**src/rtl/video_mmcm_drp_ctrl.sv**
```systemverilog
// rtl/video_mmcm_drp_ctrl.sv - MMCM DRP read-modify-write sequencer with lock wait and video reset ownership
module video_mmcm_drp_ctrl #(
    parameter int MODE_W       = 1,
    parameter int NUM_REGS     = 23,
    parameter int RST_HOLD     = 4,
    parameter int DRP_TIMEOUT  = 64,
    parameter int LOCK_STABLE  = 16,
    parameter int LOCK_TIMEOUT = 65536,
    parameter int BOOT_MODE    = 0,
    localparam int IDX_W       = (NUM_REGS > 1) ? $clog2(NUM_REGS) : 1
) (
    input  logic              sysclk_i,
    input  logic              rst_i,
    input  logic              cfg_req_i,
    input  logic [MODE_W-1:0] cfg_mode_i,
    output logic              cfg_busy_o,
    output logic              cfg_done_o,
    output logic              cfg_err_o,
    output logic [MODE_W-1:0] tbl_mode_o,
    output logic [IDX_W-1:0]  tbl_idx_o,
    input  logic [6:0]        tbl_daddr_i,
    input  logic [15:0]       tbl_mask_i,
    input  logic [15:0]       tbl_data_i,
    output logic              drp_den_o,
    output logic              drp_dwe_o,
    output logic [6:0]        drp_daddr_o,
    output logic [15:0]       drp_di_o,
    input  logic [15:0]       drp_do_i,
    input  logic              drp_drdy_i,
    output logic              mmcm_rst_o,
    input  logic              mmcm_locked_i,
    output logic              video_rst_o
);

    localparam int CNT_MAX0 = (RST_HOLD > DRP_TIMEOUT) ? RST_HOLD : DRP_TIMEOUT;
    localparam int CNT_MAX  = (CNT_MAX0 > LOCK_TIMEOUT) ? CNT_MAX0 : LOCK_TIMEOUT;
    localparam int CW       = $clog2(CNT_MAX + 1);
    localparam int SW       = $clog2(LOCK_STABLE + 1);

    localparam logic [CW-1:0]    HOLD_LAST = CW'(RST_HOLD - 1);
    localparam logic [CW-1:0]    DRP_LAST  = CW'(DRP_TIMEOUT - 1);
    localparam logic [CW-1:0]    LOCK_LAST = CW'(LOCK_TIMEOUT - 1);
    localparam logic [SW-1:0]    STAB_LAST = SW'(LOCK_STABLE - 1);
    localparam logic [IDX_W-1:0] IDX_LAST  = IDX_W'(NUM_REGS - 1);

    typedef enum logic [3:0] {
        IDLE, ASSERT_RST, READ, WAIT_RD, WRITE, WAIT_WR, RELEASE, WAIT_LOCK, DONE, ERR
    } state_t;

    state_t            state_q, state_d;
    logic [MODE_W-1:0] mode_q, mode_d;
    logic [IDX_W-1:0]  idx_q, idx_d;
    logic              boot_pend_q, boot_pend_d;
    logic              err_q, err_d;
    logic              mmcm_rst_q, mmcm_rst_d;
    logic              video_rst_q, video_rst_d;
    logic [15:0]       rd_q, rd_d;
    logic [6:0]        daddr_q, daddr_d;
    logic [15:0]       di_q, di_d;
    logic [CW-1:0]     cnt_q, cnt_d;
    logic [SW-1:0]     stab_q, stab_d;
    logic              lock_meta_q, lock_sync_q;
    logic [15:0]       rmw;
    logic              go_err;

    assign rmw = (rd_q & tbl_mask_i) | (tbl_data_i & ~tbl_mask_i);

    always_ff @(posedge sysclk_i) begin
        if (rst_i) begin
            state_q     <= IDLE;
            mode_q      <= MODE_W'(BOOT_MODE);
            idx_q       <= '0;
            boot_pend_q <= 1'b1;
            err_q       <= 1'b0;
            mmcm_rst_q  <= 1'b1;
            video_rst_q <= 1'b1;
            rd_q        <= '0;
            daddr_q     <= '0;
            di_q        <= '0;
            cnt_q       <= '0;
            stab_q      <= '0;
            lock_meta_q <= 1'b0;
            lock_sync_q <= 1'b0;
        end else begin
            state_q     <= state_d;
            mode_q      <= mode_d;
            idx_q       <= idx_d;
            boot_pend_q <= boot_pend_d;
            err_q       <= err_d;
            mmcm_rst_q  <= mmcm_rst_d;
            video_rst_q <= video_rst_d;
            rd_q        <= rd_d;
            daddr_q     <= daddr_d;
            di_q        <= di_d;
            cnt_q       <= cnt_d;
            stab_q      <= stab_d;
            lock_meta_q <= mmcm_locked_i;
            lock_sync_q <= lock_meta_q;
        end
    end

    always_comb begin
        state_d     = state_q;
        mode_d      = mode_q;
        idx_d       = idx_q;
        boot_pend_d = boot_pend_q;
        err_d       = err_q;
        mmcm_rst_d  = mmcm_rst_q;
        video_rst_d = video_rst_q;
        rd_d        = rd_q;
        daddr_d     = daddr_q;
        di_d        = di_q;
        cnt_d       = cnt_q;
        stab_d      = stab_q;
        go_err      = 1'b0;

        case (state_q)
            IDLE: begin
                if (boot_pend_q || cfg_req_i) begin
                    mode_d      = boot_pend_q ? MODE_W'(BOOT_MODE) : cfg_mode_i;
                    boot_pend_d = 1'b0;
                    err_d       = 1'b0;
                    mmcm_rst_d  = 1'b1;
                    video_rst_d = 1'b1;
                    idx_d       = '0;
                    cnt_d       = '0;
                    state_d     = ASSERT_RST;
                end else if (!lock_sync_q) begin
                    // Lost lock after a good config: hold the video domain until reconfigured.
                    video_rst_d = 1'b1;
                end
            end
            ASSERT_RST: begin
                if (cnt_q == HOLD_LAST) begin
                    cnt_d   = '0;
                    state_d = READ;
                end else begin
                    cnt_d = cnt_q + 1'b1;
                end
            end
            READ: begin
                daddr_d = tbl_daddr_i;
                cnt_d   = '0;
                state_d = WAIT_RD;
            end
            WAIT_RD: begin
                if (drp_drdy_i) begin
                    rd_d    = drp_do_i;
                    state_d = WRITE;
                end else if (cnt_q == DRP_LAST) begin
                    go_err = 1'b1;
                end else begin
                    cnt_d = cnt_q + 1'b1;
                end
            end
            WRITE: begin
                di_d    = rmw;
                cnt_d   = '0;
                state_d = WAIT_WR;
            end
            WAIT_WR: begin
                if (drp_drdy_i) begin
                    if (idx_q == IDX_LAST) begin
                        state_d = RELEASE;
                    end else begin
                        idx_d   = idx_q + 1'b1;
                        state_d = READ;
                    end
                end else if (cnt_q == DRP_LAST) begin
                    go_err = 1'b1;
                end else begin
                    cnt_d = cnt_q + 1'b1;
                end
            end
            RELEASE: begin
                mmcm_rst_d = 1'b0;
                cnt_d      = '0;
                stab_d     = '0;
                state_d    = WAIT_LOCK;
            end
            WAIT_LOCK: begin
                stab_d = lock_sync_q ? stab_q + 1'b1 : '0;
                if (lock_sync_q && stab_q == STAB_LAST) begin
                    video_rst_d = 1'b0;
                    state_d     = DONE;
                end else if (cnt_q == LOCK_LAST) begin
                    go_err = 1'b1;
                end else begin
                    cnt_d = cnt_q + 1'b1;
                end
            end
            DONE:    state_d = IDLE;
            ERR:     state_d = IDLE;
            default: state_d = IDLE;
        endcase

        // Error is flagged on entry so cfg_err and the reset gating line up with the ERR cycle.
        if (go_err) begin
            err_d       = 1'b1;
            mmcm_rst_d  = 1'b1;
            video_rst_d = 1'b1;
            state_d     = ERR;
        end
    end

    assign cfg_busy_o  = !(state_q inside {IDLE, DONE, ERR});
    assign cfg_done_o  = (state_q == DONE);
    assign cfg_err_o   = err_q;
    assign tbl_mode_o  = mode_q;
    assign tbl_idx_o   = idx_q;
    assign drp_den_o   = (state_q == READ) || (state_q == WRITE);
    assign drp_dwe_o   = (state_q == WRITE);
    assign drp_daddr_o = (state_q == READ) ? tbl_daddr_i : daddr_q;
    assign drp_di_o    = (state_q == WRITE) ? rmw : di_q;
    assign mmcm_rst_o  = mmcm_rst_q;
    assign video_rst_o = video_rst_q;

endmodule

```
**config.mk**
```make
export PLATFORM = sky130hd
export DESIGN_NAME = video_mmcm_drp_ctrl
export DESIGN_NICKNAME = d
export VERILOG_FILES = /design/src/rtl/video_mmcm_drp_ctrl.sv
export SDC_FILE = /design/constraint.sdc
export NUM_CORES = 1
export LEC_CHECK = 0
export CORE_MARGIN = 5
export CORE_UTILIZATION = 30
export CTS_CLUSTER_DIAMETER = 150
export CTS_CLUSTER_SIZE = 25
export DETAILED_ROUTE_END_ITERATION = 10
export PLACE_DENSITY = 0.59
export SLEW_MARGIN = 10
export SYNTH_ARGS = -nofsm -noshare
export SYNTH_HDL_FRONTEND = slang
export SYNTH_SLANG_ARGS = --single-unit
```
**constraint.sdc**
```tcl
create_clock -name sysclk_i -period 2.34 [get_ports sysclk_i]
set_input_delay 0.585 -clock sysclk_i [delete_from_list [all_inputs] [get_ports sysclk_i]]
set_output_delay 0.585 -clock sysclk_i [all_outputs]
set_load 0.005 [all_outputs]
```
==> flow_metrics.tcl <==
set metrics [dict create \
    period_share 1.03 \
    post_synth_inst_count 411 \
    clockRootBuffer "clkbuf_16" \
    critical_path_class "flop to output pin" \
    main_combinational_cell_family_by_area_after_synthesis "simple AND/OR/NAND/NOR gates" \
    power_leakage_uw 0.00237 \
    die_area_um2 14600 \
    die_height_um 121 \
    synth-seq-area-share 0.417 \
    r2r_setup_slack_ns 0.03 \
    cp_cell_sequence "buf_12 > nor4b_4 > buf_6 > buf_6 > mux2_4 > buf_6" \
    hold-path-cell-count 1 \
    final_antenna_net_count 0 \
    drt-wirelength-per-cell_um 14.8 \
    rows 40 \
    grt_usage 0.149 \
    io_pins 97 \
    routed_via_density 4.88 \
    flow.area_growth_from_synthesis_pct 56.1 \
    power-per-cell-area_nw_per_um2 593 \
    synth_seq_cells 77 \
    min-delay-path-class "flop to flop" \
    grt_antenna_before_repair 0 \
    cp_data_required_time_ns 1.75 \
    grt_pass1_vias 3510 \
    worst-slew-pin-transition_ns 0.446 \
    synth_area_leaders "dfxtp_1, mux2i_1, nor2_1" \
    vdd_drop_max_mv 0.279 \
    htree_num_levels 3 \
    power.internal_uw 2480 \
    async_reset_ff_frac 0 \
    n_antenna_cell 0 \
    regToRegStartpoint "cnt_q[8]$_SDFFE_PP0P_" \
    reg2reg_to "cnt_q[8]$_SDFFE_PP0P_" \
    critical_path.max_stage_delay_ns 0.35 \
    power.share.clock 0.375 \
    final_standard_cell_count_with_taps_included_and_fillers_excluded 726 \
    drtIter0Drc 123 \
    run_status "complete, but fails checks" \
    syn-num-nets 478 \
    grt-ovfl-total 0 \
    worst_hold_path.endpoint "lock_sync_q$_SDFF_PP0_" \
    postLayoutSetupSlackWorst_ns -0.0730 \
    share_of_the_synthesized_area_in_compound_gates_ao_oa_aoi_oai 0.144 \
    syn_area_um2 3690 \
    drv_slew 0 \
    cts.sinks 77 \
    violations "setup timing" \
    worstRegToRegCells 9 \
    critPathMaxFanout 6 \
    initial_core_utilization 0.306 \
    worstSetupEndpointType "output pin" \
    remaining_drc_errors 0 \
    regArea_um2 1550 \
    wp_buf_inv 4 \
    switching_power_uw 944 \
    multiInputGateArea_um2 2300 \
    gp_congestion 0.790 \
    achievable-frequency_ghz 0.414 \
    dp_hpwl_mm 7.25 \
    report.final.setup_viol 6 \
    p_seq_frac 0.408 \
    floorplan.core_area_um2 12100 \
    worst_setup_path_start_kind "flop" \
    synth.top_cell.area_share 0.417 \
    share_of_final_layout_standard_cells_stronger_than_drive_strength_1 0.278 \
    synthMuxAreaShare 0.108 \
    placed_cells_incl_taps 692 \
    dr_total_vias 3545 \
    dominantRegCellSynth "dfxtp_1" \
    tritoncts "built" \
    final_hold_viol_count 0 \
    maxCapViolations 0 \
    grt_pass1_wl_mm 17.5 \
    grt_start_max_net_pins 35 \
    comb_power_share 0.217 \
    p_total_uw 3420 \
    path_delay_family "buffers and inverters" \
    place.port_buffers 96 \
    unrepaired_setup_endpoints_after_global_routing "yes" \
    synthSimpleGateAreaFrac 0.262 \
    synth_cell_type_count 53 \
    die_width_um 121 \
    timing.hold.worst.start "lock_meta_q$_SDFF_PP0_" \
    avgSynthCellArea_um2 8.99 \
    cts_made_buffers 9 \
    clock_tree.buffer_depth 2 \
    fin_worst_skew_ns 0.00879 \
    fillers 1165 \
    period_minus_slack_ns 2.41 \
    number_of_enable_type_register_cells_in_the_synthesized_netlist 0 \
    clk-insertion-delay-late_ns 0.34 \
    clkSlewWorstSetupHoldPaths_ns 0.06 \
    timing.slew.headroom 0.700 \
    synth_fa_ha_area_frac 0.0203 \
    finalNetCount 620 \
    yosys.area_share.xor_xnor 0.00949 \
    ys.warnings.count 0 \
    postRouteWirelength_mm 10.7 \
    timing.critical_path.mode_cell "buf_6" \
    cp_slowest_cell "dfxtp_4" \
    p_sw_frac 0.276 \
    arrival_ns 1.83 \
    synthDominantAreaCellType "dfxtp_1" \
    drtPass1Iterations 4 \
    setup_tns_ns -0.334 \
    worst-path-stages 6 \
]
==> state kept, by name (all words and copies together) (netlist names) <==
name,count
cnt_q,17
rd_q,16
lock_sync_q,1
daddr_q,7
tbl_idx_o,5
state_q,4
boot_pend_q,1
lock_meta_q,1
di_q,16
cfg_err_o,1
video_rst_o,1
mmcm_rst_o,1
tbl_mode_o,1
stab_q,5
==> layer usage <==
metal  track usage  vias to the layer above  wire length (um)
li1              -                     1777                 -
met2         0.242                       94              4930
met3        0.0382                       12               654
met5             0                        -                 0
met1         0.189                     1662              4980
met4        0.0588                        0               167
==> cell type report <==
cell class              instances  share of cell area
multi-input cells             306               0.399
flip-flops and latches         77               0.269
repair buffers                153               0.245
clock buffers                  10              0.0397
well taps                     168              0.0365
clock inverters                 6             0.00673
inverters                       6             0.00391
==> worst max-delay path by stage <==
| stage | start | end | slack [ns] |
|---|---|---|---|
| global route | state_q[3]$_SDFFE_PP0P_ | drp_daddr_o[2] | -0.12 |
| global placement | tbl_mask_i[13] | drp_di_o[13] | -0.14 |
| finish | state_q[3]$_SDFFE_PP0P_ | drp_daddr_o[2] | -0.07 |
| detailed placement | tbl_mask_i[13] | drp_di_o[13] | -0.17 |
| floorplan | cnt_q[7]$_SDFFE_PP0P_ | cnt_q[12]$_SDFFE_PP0P_ | 0.006 |
| CTS | state_q[3]$_SDFFE_PP0P_ | drp_daddr_o[2] | -0.10 |
==> power by group through the flow <==
stage | sequential (uW) | clock, uW | combinational [uW]
after global placement | 1420 | 0 | 655
after floorplan | 1410 | 0 | 317
after detailed placement | 1420 | 0 | 662
final | 1400 | 1280 | 744
after CTS | 1400 | 1320 | 714
after global routing | 1400 | 1380 | 813
==> placed cells by master (no fill, tap or decap), types with 4 or more instances in the layout <==
master and instances:
a21oi_1 22, a21oi_2 11, a21oi_4 10, and2_1 30
buf_12 5, buf_2 18, buf_4 46, buf_6 8
clkbuf_16 9, clkdlybuf4s50_1 69, dfxtp_1 72, dfxtp_2 4
inv_1 6, mux2_4 6, mux2i_1 32, nand2_1 19
nand3_1 12, nand4_1 6, nor2_1 55, nor4_1 4
o21ai_0 6, o31ai_1 15, or4_1 9, or4_4 6
==> logic make-up (layout without fill, tap and decap cells) <==
kind of cell / after synthesis / in the layout
and+or+nand+nor: 173 / 173
AOI/OAI and AO/OA: 82 / 84
DFF: 77 / 77
muxes: 39 / 39
buffers and inverters: 30 / 175
adders and majority gates: 6 / 6
xor gates and xnor gates: 4 / 4
==> stage by stage <==
| step | worst slack (ns) | utilization | hold slack [ns] | cell area (um2) |
|---|---|---|---|---|
| detailed placement | -0.171 | 0.426 | 0.422 | 5140 |
| floorplan | 0.00635 | - | 0.414 | 3730 |
| finish | -0.0730 | 0.478 | 0.433 | 5770 |
| CTS | -0.104 | 0.466 | 0.436 | 5620 |
| global placement | -0.144 | 0.426 | 0.423 | 5140 |
| global route | -0.125 | 0.478 | 0.470 | 5770 |
==> Yosys cell counts, drive strengths merged (3+ instances only) <==
cell	n
a21oi	43
and2	30
and3	6
buf	14
clkbuf	10
dfxtp	77
ha	6
inv	6
mux2	7
mux2i	32
nand2	19
nand3	13
nand4	6
nand4b	3
nor2	55
nor2b	3
nor4	5
nor4b	3
o211ai	3
o21ai	8
o31ai	15
or4	15
xor2	3
==> repair_timing <==
item                                    in CTS  in global routing
hold endpoints to repair                     0                  0
hold buffers                                 0                  0
gates resized for setup                    128                 29
endpoints found under the setup margin      43                 41
gates cloned                                 4                  0
setup buffers                                9                  6
pin swaps                                    3                  9
(Power assumes the default switching activity.)
